===== src/rtl/mem_arbiter.sv =====
// Purpose: arbitrates an instruction port and a data port onto one SRAM-like memory port,
//          tracks outstanding requests in order and routes each response to its owner.
// Latency: request path and response path are both combinational (zero cycles).
//          Backpressure: m_addr_ok is passed back to the granted port only. m_req is held low
//          while OT_DEPTH requests are outstanding. A port that stalls keeps the grant locked.
// Ports:   clk/reset (sync, active-high); inst_* read-only requester; data_* read/write requester;
//          m_* memory side; err_o sticky protocol error (abandoned lock or unsolicited data_ok).
module mem_arbiter #(
    parameter int OT_DEPTH = 4
) (
    input  logic        clk,
    input  logic        reset,
    // instruction side
    input  logic        inst_req,
    input  logic [31:0] inst_addr,
    output logic        inst_addr_ok,
    output logic [31:0] inst_rdata,
    output logic        inst_data_ok,
    // data side
    input  logic        data_req,
    input  logic        data_wr,
    input  logic [2:0]  data_size,
    input  logic [3:0]  data_wstrb,
    input  logic [31:0] data_addr,
    input  logic [31:0] data_wdata,
    output logic        data_addr_ok,
    output logic [31:0] data_rdata,
    output logic        data_data_ok,
    // memory side
    output logic        m_req,
    output logic        m_wr,
    output logic [2:0]  m_size,
    output logic [3:0]  m_wstrb,
    output logic [31:0] m_addr,
    output logic [31:0] m_wdata,
    input  logic        m_addr_ok,
    input  logic [31:0] m_rdata,
    input  logic        m_data_ok,
    // status
    output logic        err_o
);

    localparam int PW = (OT_DEPTH > 1) ? $clog2(OT_DEPTH) : 1;
    localparam int CW = $clog2(OT_DEPTH + 1);
    localparam logic [CW-1:0] FULL_CNT = CW'(OT_DEPTH);

    typedef enum logic {
        OWN_INST = 1'b0,
        OWN_DATA = 1'b1
    } owner_t;

    // grant lock: holds the owner of a request the memory has not yet accepted
    logic   lock_vld;
    owner_t lock_owner;

    // outstanding-owner FIFO
    owner_t          owner_q [OT_DEPTH];
    logic [PW-1:0]   wr_ptr;
    logic [PW-1:0]   rd_ptr;
    logic [CW-1:0]   count;

    logic   gnt_vld;
    owner_t gnt;
    logic   gnt_req;
    logic   ot_full;
    logic   accept;
    logic   pop;
    owner_t head;

    // Grant depends only on registered lock state and the requests, never on m_addr_ok,
    // so the memory-side handshake cannot loop back into m_req or the request fields.
    always_comb begin
        gnt_vld = 1'b0;
        gnt     = OWN_INST;
        if (lock_vld) begin
            gnt_vld = 1'b1;
            gnt     = lock_owner;
        end else if (data_req) begin
            gnt_vld = 1'b1;
            gnt     = OWN_DATA;
        end else if (inst_req) begin
            gnt_vld = 1'b1;
            gnt     = OWN_INST;
        end
    end

    assign gnt_req = (gnt == OWN_DATA) ? data_req : inst_req;
    assign ot_full = (count == FULL_CNT);
    assign m_req   = gnt_vld && gnt_req && !ot_full;

    always_comb begin
        m_wr    = 1'b0;
        m_size  = 3'd2;
        m_wstrb = 4'b0000;
        m_addr  = inst_addr;
        m_wdata = 32'd0;
        if (gnt == OWN_DATA) begin
            m_wr    = data_wr;
            m_size  = data_size;
            m_wstrb = data_wstrb;
            m_addr  = data_addr;
            m_wdata = data_wdata;
        end
    end

    assign accept       = m_req && m_addr_ok;
    assign inst_addr_ok = accept && (gnt == OWN_INST);
    assign data_addr_ok = accept && (gnt == OWN_DATA);

    // A request accepted this cycle is not yet in the FIFO, so it cannot be popped now.
    assign pop          = m_data_ok && (count != '0);
    assign head         = owner_q[rd_ptr];
    assign inst_rdata   = m_rdata;
    assign data_rdata   = m_rdata;
    assign inst_data_ok = pop && (head == OWN_INST);
    assign data_data_ok = pop && (head == OWN_DATA);

    // Owner storage needs no reset: entries are only read below the valid count.
    always_ff @(posedge clk) begin
        if (accept) begin
            owner_q[wr_ptr] <= gnt;
        end
    end

    always_ff @(posedge clk) begin
        if (reset) begin
            wr_ptr     <= '0;
            rd_ptr     <= '0;
            count      <= '0;
            lock_vld   <= 1'b0;
            lock_owner <= OWN_INST;
            err_o      <= 1'b0;
        end else begin
            if (accept) begin
                wr_ptr <= wr_ptr + PW'(1);
            end
            if (pop) begin
                rd_ptr <= rd_ptr + PW'(1);
            end
            case ({accept, pop})
                2'b10:   count <= count + CW'(1);
                2'b01:   count <= count - CW'(1);
                default: count <= count;
            endcase

            // A locked owner dropping its request breaks the protocol; release the grant.
            if (lock_vld && !gnt_req) begin
                lock_vld <= 1'b0;
                err_o    <= 1'b1;
            end else if (m_req && !m_addr_ok) begin
                lock_vld   <= 1'b1;
                lock_owner <= gnt;
            end else if (accept) begin
                lock_vld <= 1'b0;
            end

            if (m_data_ok && (count == '0)) begin
                err_o <= 1'b1;
            end
        end
    end

endmodule


===== config.mk =====
export PLATFORM = sky130hd
export DESIGN_NAME = mem_arbiter
export DESIGN_NICKNAME = d
export VERILOG_FILES = /design/src/rtl/mem_arbiter.sv
export SDC_FILE = /design/constraint.sdc
export NUM_CORES = 1
export LEC_CHECK = 0
export CORE_AREA = 2 2 109 111
export CTS_CLUSTER_SIZE = 25
export DETAILED_ROUTE_END_ITERATION = 8
export DIE_AREA = 0 0 111 113
export DONT_BUFFER_PORTS = 1
export GPL_TIMING_DRIVEN = 0
export PLACE_DENSITY = 0.3
export SYNTH_ARGS = -nofsm -noshare
export SYNTH_HDL_FRONTEND = slang
export SYNTH_SLANG_ARGS = --single-unit

===== constraint.sdc =====
create_clock -name clk -period 2.82 [get_ports clk]
set_input_delay 0.564 -clock clk [delete_from_list [all_inputs] [get_ports clk]]
set_output_delay 0.564 -clock clk [all_outputs]
set_load 0.01 [all_outputs]

# Yosys cells after proc, flatten, opt, wreduce, memory -nomap -nowiden
# Memories as Yosys holds them, arrays and structs flattened. A register that Yosys moved wholly into a read port is not among the register bits.
# Cells that the tools add are included.
# Widths: inputs -> output; s select.
[op_classes]
n_addsub = 4
n_eq_ne = 3
n_mux = 20
bitwise = 3
n_reduce_logical = 21
[ops]
columns = ["operator", "count"]
rows = [
  ["$mux 32", 2],
  ["$mux 1", 13],
  ["$logic_and 1x1->1", 11],
  ["$pmux 3 s2", 1],
  ["$reduce_bool 2->1", 3],
  ["$add 2x1->2 const B", 2],
  ["$mux 2", 2],
  ["$mux 4", 1],
  ["$add 3x1->3 const B", 1],
  ["$eq 3x3->1 const B", 1],
  ["$logic_not 1->1", 3],
  ["$logic_not 3->1", 1],
  ["$mux 3", 1],
  ["$not 1->1", 3],
  ["$reduce_bool 3->1", 1],
  ["$sub 3x1->3 const B", 1],
  ["$eq 2x1->1 const B", 1],
  ["$eq 2x2->1 const B", 1],
  ["$reduce_and 2->1", 1],
  ["$reduce_or 2->1", 1],
]
[word_totals]
reg_bits = 10
mem_bits_rw = 4
out_inout_bits = 142
elab_cells = 58
memories = 1
[mem_list]
columns = ["name", "words", "word_bits", "rd", "rd_clocked_by_memory_dff", "write_ports", "line", "text"]
rows = [
  ["owner_q", 4, 1, 1, 1, 1, "57", "owner_t owner_q [OT_DEPTH];"],
]

# Depth between registers and ports, before layout
# Gate-level depths: netlist of run 1.
[logic_depth]
word_depth = 8
depth_mapped = 9
ltp_nobuf = 9

# Worst setup path before layout of run 1
# Ideal clock, no wire load.
[synth_timing]
path_type = "input to register"
start = "input data_req"
end = "register count[2]"
arrival_ns = 2.277
t_required_ns = 2.749
path_slack_ns = 0.473
path_stages = 9
n_path_buf = 0
cell_sequence = "mux2i_1 -> a2111oi_4 -> inv_1 -> ha_1 -> inv_1 -> fa_1 -> xor2_1 -> or3_1 -> a21oi_1"
[synth_via]
elab_chain_cells = 8
word_cells_on_any_way = 12
cone_classes = "eq/ne: 2; mux: 6; reduce/logical: 4"
[synth_lines]
columns = ["element", "line", "text"]
rows = [
  ["start: declaration", "20", "input logic data_req,"],
  ["$mux 1", "78", "end else if (data_req) begin"],
  ["$mux 1", "75", "if (lock_vld) begin"],
  ["$mux 1", "87", "assign gnt_req = (gnt == OWN_DATA) ? data_req : inst_req;"],
  ["$logic_and 1x1->1 (*) (2 in a row)", "89", "assign m_req = gnt_vld && gnt_req && !ot_full;"],
  ["$logic_and 1x1->1 (*)", "106", "assign accept = m_req && m_addr_ok;"],
  ["$eq 2x1->1 or $eq 2x2->1 (tied branches)", "140", "case ({accept, pop})"],
  ["$pmux 3 s2 or $reduce_bool 2->1 (tied branches)", "-", ""],
  ["end signal: assignment", "141", "2'b10: count <= count + CW'(1);"],
  ["end signal: assignment", "142", "2'b01: count <= count - CW'(1);"],
  ["end signal: assignment", "143", "default: count <= count;"],
  ["end: declaration", "60", "logic [CW-1:0] count;"],
]
# Mark *: on every way between the ends. The rest lies on a longest branch, timed or not.
# A chain may end at the register's enable or synchronous reset.

# Worst setup path in the final report of run 1
[layout_timing]
start = "register lock_vld"
end = "output m_addr[9]"
[layout_via]
elab_chain_cells = 2
[layout_lines]
columns = ["element", "line", "text"]
rows = [
  ["start: declaration", "53", "logic lock_vld;"],
  ["start signal: assignment", "130", "lock_vld <= 1'b0;"],
  ["start signal: assignment", "148", "lock_vld <= 1'b0;"],
  ["start signal: assignment", "151", "lock_vld <= 1'b1;"],
  ["$mux 1", "75", ""],
  ["$mux 32", "97", "if (gnt == OWN_DATA) begin"],
  ["end: declaration", "34", "output logic [31:0] m_addr,"],
]
# Every way passes these cells.

==> results.ini, run 1 <==
[clock_network]
clkLatencyLatePin_ps = 240
h-tree-depth = 1
clk_path_buf_depth = 2
cts.clk_slew.worst_paths_ps = 50
cts_buffers = 3
clock-sinks = 16
root_buffer = clkbuf_16
post-cts-setup-buffers = 0
cts_tree = built

[power_and_ir_drop]
total_power_mw = 1.181
p_per_area_nw_per_um2 = 532.3
vdd_drop_max_mv = 0.5165
p_leak_nw = 0.9048

[timing]
rsz0062_at_grt = false
fin_crit_sh_pct = 92.62
worst_slack_ps = 208.1
skew_ps = 1.398
slew_violations = 0
finalSetupViolCount = 0
tns_ps = 0
tightest_slew_ps = 673.3
period_minus_slack_ps = 2612
hold_viol = 0
maxSlewHeadroom_pct = 55.02
fmax_ghz = 0.3829

[die]
die-area_um2 = 12540
initial_core_util_pct = 17.33
core-area_um2 = 11270
placementRows = 39
die_width_um = 111
die_h_um = 113
ios = 284

[global_route]
use_met2_pct = 15.62
antenna_found_initial = 2
grt_pass1_wl_um = 9349
grt.total_usage_pct = 9.941
grt-ovfl-total = 0
met3_usage_pct = 4.767
grt_pass1_vias = 1371
grt_max_degree = 11
grtUsageMet1_pct = 12.69
busiest_layer = met2

[drt]
routed_wl_um = 7167
dr_total_vias = 1464
drc = 0
drt-wirelength-per-cell_um = 19.27
drtIter0Drc = 30
viasPerCell = 3.935
ant_nets = 0
drt_pre_antenna_iters = 4

[yosys]
synth_nets = 371
synth_area_um2 = 1953
synth_top_area_share_pct = 24.60
syn-instance-count = 223
synth_largest_area_cell = buf_4
yosysUniqueCellTypes = 29
syn_avg_cell_area_um2 = 8.758
synth_warnings = 0
synth_seq_area_share_pct = 18.45
yosys_register_bits = 16
synthTopCellsByArea = buf_4 (25%), mux2_2 (19%), nor2b_1 (13%), dfxtp_1 (12%), edfxtp_1 (6.1%)

[placement]
placed_cells = 366
dpl.hpwl_um = 6524
place_congestion = 0.9192
portBuffers = 0
pre_cts_ws_ps = 141.0

[flow_run]
max_cap_violations = 0

[status]
status = complete, no violations

[worst_setup_path]
cp.arrival_ps = 2050
reg2reg_depth = 9
worst-setup-path-type = reg -> out
cp-start-kind = flip-flop
worst-endpoint-required_ps = 2260
end_kind = output pin
crit_fanout = 10

[final_layout]
layout-drive-gt1-share_pct = 47.58
area_growth_pct = 13.58
fin_nets = 376
final_cell_mix = buf_4 (64), nor2b_1 (41), mux2_2 (33)
layout_commonest_cell = buf_4
final_cells = 372

[worst_hold_path]
hold_class = in -> reg
hold_depth = 2

==> final timing paths <==
check                                       startpoint  slack (ps)                endpoint
worst max-delay path             lock_vld$_SDFFE_PP0P_         210               m_addr[9]
worst min-delay path                             reset         510  wr_ptr[1]$_SDFFE_PP0P_
worst max register to register   count[2]$_SDFFE_PP0P_         210   count[2]$_SDFFE_PP0P_
worst min register to register  rd_ptr[1]$_SDFFE_PP0P_         520  rd_ptr[1]$_SDFFE_PP0P_
==> worst max-delay path, cell delays in order, from the launching register on <==
cell,delay [ps]
dfxtp_1,480
mux2i_1,300
buf_2,290
clkbuf_4,300
mux2_2,420
==> power breakdown <==
part	total [mW]	leakage, nW	switching (mW)	internal, mW
registers	0.342	0.135	0.0521	0.290
clock network	0.276	0.0385	0.0876	0.188
logic	0.563	0.731	0.315	0.248
==> cells in the mapped netlist (all sizes together) <==
master / count
dfxtp: 12
mux4: 1
a221oi: 1
and2: 6
o21ai: 1
fa: 1
a21oi: 3
inv: 9
ha: 5
edfxtp: 4
nor3b: 2
o31ai: 1
o311ai: 1
nor2: 12
clkbuf: 5
buf: 68
nand2b: 2
nor2b: 41
or3: 1
mux2i: 4
xor2: 4
mux2: 34
a2111oi: 2
or2: 1
nor3: 1
and2b: 1
==> repair_timing <==
item                                   CTS  global route
hold buffers                             0             0
gates resized for setup                  0             1
setup endpoints to repair                0             3
endpoints found under the hold margin    0             0
==> metal layers <==
metal | part of all wire (%) | wire length (um)
met5 | 0 | 0
met4 | 0.38 | 27
met3 | 11 | 771
met2 | 49 | 3483
met1 | 40 | 2885
==> final cells by class <==
type,instances,area [um2]
clock buffer,3,75.07
tap,143,178.9
clock inverter,1,3.754
fill,1270,9054
multi-input combinational,125,1040
buffer,73,521.8
antenna,2,5.005
inverter,9,33.78
sequential,16,360.3
==> through the flow <==
step	utilization [%]	instance area [um2]	hold WS (ps)
after CTS	19.61	2211	510.1
after global routing	19.68	2218	513.8
after global placement	18.91	2132	511.4
after floorplan	-	1953	480.7
after detailed placement	18.91	2132	514.3
final	19.68	2218	510.9
==> cell families after synthesis <==
logic type | share of synthesized area (%)
fa+ha+maj | 4.228
xor+xnor | 1.794
compound gates | 4.164
mux | 23.00
flops | 18.45
simple gates | 20.05
buf+inv | 28.32
Note: power is estimated with default switching activity, not from simulation.
==> run 2, diff against run 1 <==
Clock period 2.82 ns to 2.45 ns, I/O delays scaled along.
==> run 2 against run 1 <==
  * First-iteration DRC count shrank 17%
  * Largest power group unchanged
  * Largest cell class unchanged
  * Combinational power rose by 18%
  * Wire length up 0.54%
==> results.ini, run 2 (same netlist as run 1, synthesis figures left out) <==
[drt]
routed_wl_um = 7206  ; was 7167 um
drtIter0Drc = 25  ; was 30
drt_pre_antenna_iters = 4  ; unchanged
viasPerCell = 3.939  ; was 3.935
dr_total_vias = 1477  ; was 1464
wl_met2_um = 3538  ; was 3483 um
met3_length_um = 782  ; was 771 um
wl_met1_um = 2856  ; was 2885 um
ant_nets = 0  ; unchanged
drc = 0  ; unchanged
top_layer = met4  ; unchanged
drt-wirelength-per-cell_um = 19.22  ; was 19.27 um

[timing]
skew_ps = 1.244  ; was 1.398 ps
tightest_slew_ps = 586.4  ; was 673.3 ps
fmax_ghz = 0.4327
hold_viol = 0  ; unchanged
slew_violations = 0  ; unchanged
rsz0062_at_grt = false  ; unchanged
finalSetupViolCount = 0  ; unchanged
period_minus_slack_ps = 2311
maxSlewHeadroom_pct = 60.83  ; was 55.02%
fin_crit_sh_pct = 94.33

[worst_setup_path]
end_kind = output pin  ; unchanged
crit_top_cell = buf_4
crit_fanout = 10  ; unchanged
worstPathCellList = mux2i_2, buf_4, buf_4, mux2_2  ; was mux2i_1, buf_2, clkbuf_4, mux2_2
cp.arrival_ps = 1820  ; was 2050 ps
worst-endpoint-required_ps = 1960  ; was 2260 ps
worst-setup-path-type = reg -> out  ; unchanged
cpMaxStageDelayCell = mux2_2  ; was dfxtp_1
slowest_delay_ps = 420  ; was 480 ps
cp-start-kind = flip-flop  ; unchanged

[placement]
dpl.hpwl_um = 6524  ; unchanged
place_congestion = 0.9192  ; unchanged
portBuffers = 0  ; unchanged
place_area_um2 = 2132  ; unchanged

[clock_network]
root_buffer = clkbuf_16  ; unchanged
h-tree-depth = 1  ; unchanged
cts_buffers = 3  ; unchanged
cts.clk_slew.worst_paths_ps = 50  ; about the same
cts_tree = built  ; unchanged
clock-sinks = 16  ; unchanged
clkLatencyLatePin_ps = 240  ; about the same
clk_path_buf_depth = 2  ; unchanged

[final_layout]
multi_input_area_um2 = 1061  ; was 1040 um2
final_core_util_pct = 20.10  ; was 19.68%
fin_nets = 379  ; was 376
final_cell_mix = buf_4 (69), nor2b_1 (41), mux2_2 (33)  ; was buf_4 (64), nor2b_1 (41), mux2_2 (33)
layout_commonest_cell = buf_4  ; unchanged
seq_area_um2 = 361.6  ; was 360.3 um2
post-route-cell-area_um2 = 2266  ; was 2218 um2
layout-drive-gt1-share_pct = 50.00  ; was 47.58%
area_growth_pct = 16.02  ; was 13.58%
fill_cells = 1268  ; was 1270

[die]
die_width_um = 111  ; unchanged
placementRows = 39  ; unchanged
ios = 284  ; unchanged
core-area_um2 = 11270  ; unchanged
die-area_um2 = 12540  ; unchanged
initial_core_util_pct = 17.33  ; unchanged
die_h_um = 113  ; unchanged

[status]
status = complete, no violations  ; unchanged

[power_and_ir_drop]
clockPowerShare_pct = 22.9  ; was 23.3%
p_leak_nw = 0.9283  ; was 0.9048 nW
power_frac_seq_pct = 28.8  ; was 29.0%
vdd_drop_max_mv = 0.6134  ; was 0.5165 mV
pwr-share-comb_pct = 48.2  ; was 47.7%
switchingPower_uw = 527.7  ; was 454.3 uW
p_int_uw = 853.2  ; was 726.5 uW
sw_frac_of_total_pct = 38.21  ; was 38.48%
p_per_area_nw_per_um2 = 609.4  ; was 532.3 nW/um2

[worst_hold_path]
hold_class = in -> reg  ; unchanged

[global_route]
grt.total_usage_pct = 9.999  ; was 9.941%
grt_pass1_vias = 1373  ; was 1371
antenna_found_initial = 2  ; unchanged
grt_pass1_wl_um = 9384  ; was 9349 um
grt-ovfl-total = 0  ; unchanged
grt_max_degree = 11  ; unchanged

[flow_run]
max_cap_violations = 0  ; unchanged

run 2: cell types whose count changed in the layout (fill, tap and decap cells not counted), sizes merged:
cell and delta:
buf +4, clkbuf -1
run 2: cell type report:
| type | instances | share of cell area (%) |
|---|---|---|
| Antenna cell | 2 | 0.2209 |
| Buffer | 73 | 23.14 |
| Clock buffer | 3 | 3.313 |
| Clock inverter | 1 | 0.1657 |
| Inverter | 9 | 1.491 |
| Multi-Input combinational cell | 125 | 46.83 |
| Sequential cell | 16 | 15.96 |
| Tap cell | 143 | 7.896 |
| Timing Repair Buffer | 3 | 0.9939 |
run 2: final timing paths:
kind | startpoint | end | slack, ps | depth (start not counted)
worst max-delay path | lock_vld$_SDFFE_PP0P_ | m_addr[9] | 140 | 4
worst min-delay path | reset | wr_ptr[1]$_SDFFE_PP0P_ | 440 | 2
worst max register to register | count[2]$_SDFFE_PP0P_ | count[2]$_SDFFE_PP0P_ | 160 | 9
worst min register to register | rd_ptr[1]$_SDFFE_PP0P_ | rd_ptr[1]$_SDFFE_PP0P_ | 520 | 2
run 2: what timing repair did:
action | in CTS | in global routing
pin swaps | 1 | 0
endpoints found under the setup margin | 14 | 1
hold buffers | 0 | 0
gates resized for setup | 6 | 1
setup buffers | 3 | 0
run 2: critical path, delay by kind of cell (launching register included):
family	cells	cell delay, ps
mux	2	710
flops	1	410
buf+inv	2	450
run 2: per-stage QoR:
| stage | worst slack, ps | TNS (ps) | total power [mW] | hold slack, ps | instances |
|---|---|---|---|---|---|
| after floorplan | 137.3 | 0 | 0.9347 | 480.7 | 223 |
| after global placement | -164.8 | -263.3 | 1.063 | 511.4 | 366 |
| after detailed placement | -164.3 | -269.9 | 1.057 | 514.3 | 366 |
| after CTS | 66.10 | 0 | 1.402 | 436.1 | 373 |
| after global routing | 12.62 | 0 | 1.469 | 439.8 | 375 |
| final | 139.0 | 0 | 1.381 | 437.1 | 375 |
run 2: per-layer routing:
| layer | up-vias | global-route usage, % |
|---|---|---|
| li1 | 677 | - |
| met1 | 697 | 12.76 |
| met2 | 101 | 15.75 |
| met3 | 2 | 4.767 |
| met4 | 0 | 1.500 |
| met5 | - | 0 |
run 2: power by group through the flow:
stage	Combinational, mW	Sequential [mW]	Clock, mW
2_1_floorplan	0.552	0.383	0
3_3_place_gp	0.661	0.402	0
3_5_place_dp	0.657	0.400	0
4_1_cts	0.678	0.399	0.325
5_1_grt	0.724	0.411	0.334
6_report	0.666	0.398	0.317
==> run 3, diff against run 2 <==
Settings changed: BUFFER_PORTS_ARGS from default to -buffer_cell sky130_fd_sc_hd__buf_2, CORE_AREA 2 2 109 111 to 5 5 107 109, DIE_AREA 0 0 111 113 to 0 0 112 114, DONT_BUFFER_PORTS 1 to default, PLACE_DENSITY 0.3 to 0.53.
==> run 3 against run 2 <==
  * Wire length is 14% higher
  * Worst hold slack better by 53 ps
  * Cell count is 65% higher
  * Sequential share of layout area is 5.6 points lower
==> results.ini, run 3 (same netlist as run 1, synthesis figures left out) <==
[status]
status = complete, no violations  ; unchanged

[worst_setup_path]
cp.arrival_ps = 1860  ; was 1820 ps
worst-endpoint-required_ps = 1960  ; about the same
end_kind = output pin  ; unchanged
r2r_slack_ps = 160  ; about the same
r2r_end = count[2]$_SDFFE_PP0P_  ; unchanged
r2r_start = count[2]$_SDFFE_PP0P_  ; unchanged
cp-start-kind = flip-flop  ; unchanged
worstPathCellList = mux2i_4, buf_6, buf_4, mux2_2, buf_2  ; was mux2i_2, buf_4, buf_4, mux2_2
worst-setup-path-type = reg -> out  ; unchanged
crit_fanout = 10  ; unchanged
cpMaxStageDelayCell = dfxtp_2  ; was mux2_2
slowest_delay_ps = 440  ; was 420 ps
reg2reg_depth = 9  ; unchanged

[final_layout]
fin_nets = 628  ; was 379
post-route-cell-area_um2 = 3488  ; was 2266 um2
area_growth_pct = 78.60  ; was 16.02%
final_cells = 619  ; was 375
antennaDiodeCount = 0  ; was 2
multi_input_area_um2 = 1070  ; was 1061 um2
layout-drive-gt1-share_pct = 76.41  ; was 50.00%
final_cell_mix = buf_2 (253), buf_4 (66), nor2b_1 (41)  ; was buf_4 (69), nor2b_1 (41), mux2_2 (33)
fill_cells = 1140  ; was 1268
seq_area_um2 = 362.8  ; was 361.6 um2
layout_commonest_cell = buf_2  ; was buf_4

[drt]
drt_pre_antenna_iters = 4  ; unchanged
drt-wirelength-per-cell_um = 13.23  ; was 19.22 um
viasPerCell = 3.717  ; was 3.939
ant_nets = 0  ; unchanged
drtIter0Drc = 45  ; was 25
dr_total_vias = 2301  ; was 1477
drc = 0  ; unchanged
routed_wl_um = 8190  ; was 7206 um

[power_and_ir_drop]
vdd_drop_max_mv = 0.2485  ; was 0.6134 mV
p_leak_nw = 1.938  ; was 0.9283 nW
p_per_area_nw_per_um2 = 437.6  ; was 609.4 nW/um2

[timing]
fin_crit_sh_pct = 96.06  ; was 94.33%
skew_ps = 1.447  ; was 1.244 ps
period_minus_slack_ps = 2353  ; was 2311 ps
tightest_slew_ps = 586.4  ; about the same
maxSlewHeadroom_pct = 60.57  ; was 60.83%
hold_viol = 0  ; unchanged
rsz0062_at_grt = false  ; unchanged
slew_violations = 0  ; unchanged
finalSetupViolCount = 0  ; unchanged
fmax_ghz = 0.4249  ; was 0.4327 GHz

[global_route]
grt_pass1_vias = 2407  ; was 1373
grt-ovfl-total = 0  ; unchanged
grt_max_degree = 11  ; unchanged
grt_pass1_wl_um = 12110  ; was 9384 um
grt.total_usage_pct = 11.49  ; was 9.999%
antenna_found_initial = 0  ; was 2

[clock_network]
clkLatencyLatePin_ps = 240  ; about the same
clock-sinks = 16  ; unchanged
root_buffer = clkbuf_8  ; was clkbuf_16
h-tree-depth = 1  ; unchanged
cts_buffers = 3  ; unchanged
cts_tree = built  ; unchanged
clk_path_buf_depth = 2  ; unchanged
cts.clk_slew.worst_paths_ps = 60  ; was 50 ps

[placement]
portBuffers = 251  ; was 0
placed_cells = 614  ; was 366
place_congestion = 0.8064  ; was 0.9192
place_area_um2 = 3385  ; was 2132 um2
dpl.hpwl_um = 7528  ; was 6524 um

[worst_hold_path]
hold_path_end = err_o$_SDFFE_PP0P_  ; was wr_ptr[1]$_SDFFE_PP0P_
hold_depth = 2  ; unchanged
hp-start = err_o$_SDFFE_PP0P_  ; was reset
hold_class = reg -> reg  ; was in -> reg

[die]
die_width_um = 112  ; was 111 um
die-area_um2 = 12770  ; was 12540 um2
initial_core_util_pct = 18.59  ; was 17.33%
ios = 284  ; unchanged
placementRows = 38  ; was 39
core-area_um2 = 10510  ; was 11270 um2
die_h_um = 114  ; was 113 um

[flow_run]
max_cap_violations = 0  ; unchanged

-- run 3: cell count changes in the layout (fill, tap and decap cells not counted), sizes merged --
cell / change
buf: +249
clkbuf: +1
clkinv: -1
diode: -2
-- run 3: cell type report --
type / count / share of cell area (%)
Sequential cell: 16 / 10.40
Tap cell: 140 / 5.022
Clock buffer: 4 / 1.578
Multi-Input combinational cell: 125 / 30.67
Inverter: 9 / 0.9684
Buffer: 73 / 15.14
Timing Repair Buffer: 252 / 36.23
-- run 3: report_power, final --
part / total, mW / internal, mW / switching, mW / leakage, nW
registers: 0.396 / 0.334 / 0.0623 / 0.136
clock network: 0.228 / 0.142 / 0.0853 / 0.0288
logic: 0.903 / 0.474 / 0.428 / 1.77
total: 1.53 / 0.951 / 0.576 / 1.94
-- run 3: per-stage QoR --
step | hold slack (ps) | worst slack, ps | TNS (ps) | utilization, % | power [mW]
after CTS | 497.5 | 2.308 | 0 | 32.91 | 1.536
after global routing | 558.4 | 9.373 | 0 | 33.20 | 1.654
final | 490.2 | 96.64 | 0 | 33.20 | 1.526
after floorplan | 480.7 | 137.3 | 0 | - | 0.9347
after detailed placement | 477.4 | -224.8 | -572.8 | 32.21 | 1.293
after global placement | 468.0 | -141.6 | -252.9 | 32.21 | 1.278
-- run 3: metal layers --
layer | wire length [um] | global-route usage, %
met5 | 0 | 0
met4 | 46 | 1.122
met3 | 669 | 3.342
met2 | 4480 | 21.74
met1 | 2993 | 13.28
-- run 3: how the worst max path moves through the flow --
stage | from | to | slack [ps] | cells past startpoint
2_1_floorplan | count[2]$_SDFFE_PP0P_ | count[2]$_SDFFE_PP0P_ | 140 | 9
3_3_place_gp | data_req | count[2]$_SDFFE_PP0P_ | -140 | 10
3_5_place_dp | data_req | count[2]$_SDFFE_PP0P_ | -220 | 10
4_1_cts | lock_owner$_SDFFE_PP0P_ | count[2]$_SDFFE_PP0P_ | 2 | 9
5_1_grt | lock_vld$_SDFFE_PP0P_ | m_addr[10] | 9 | 5
6_report | lock_vld$_SDFFE_PP0P_ | m_addr[9] | 100 | 5
-- run 3: worst max-delay path: cells and delay by family, from the launching register on --
family / cells / cell delay (ps)
muxes: 2 / 640
buffers and inverters: 3 / 530
DFF: 1 / 440
-- run 3: timing repair --
action,CTS,global route
resized for setup,6,4
pin swaps,0,1
buffers inserted,0,1
hold buffers,0,0
setup endpoints to repair,49,13
hold endpoints to repair,0,0
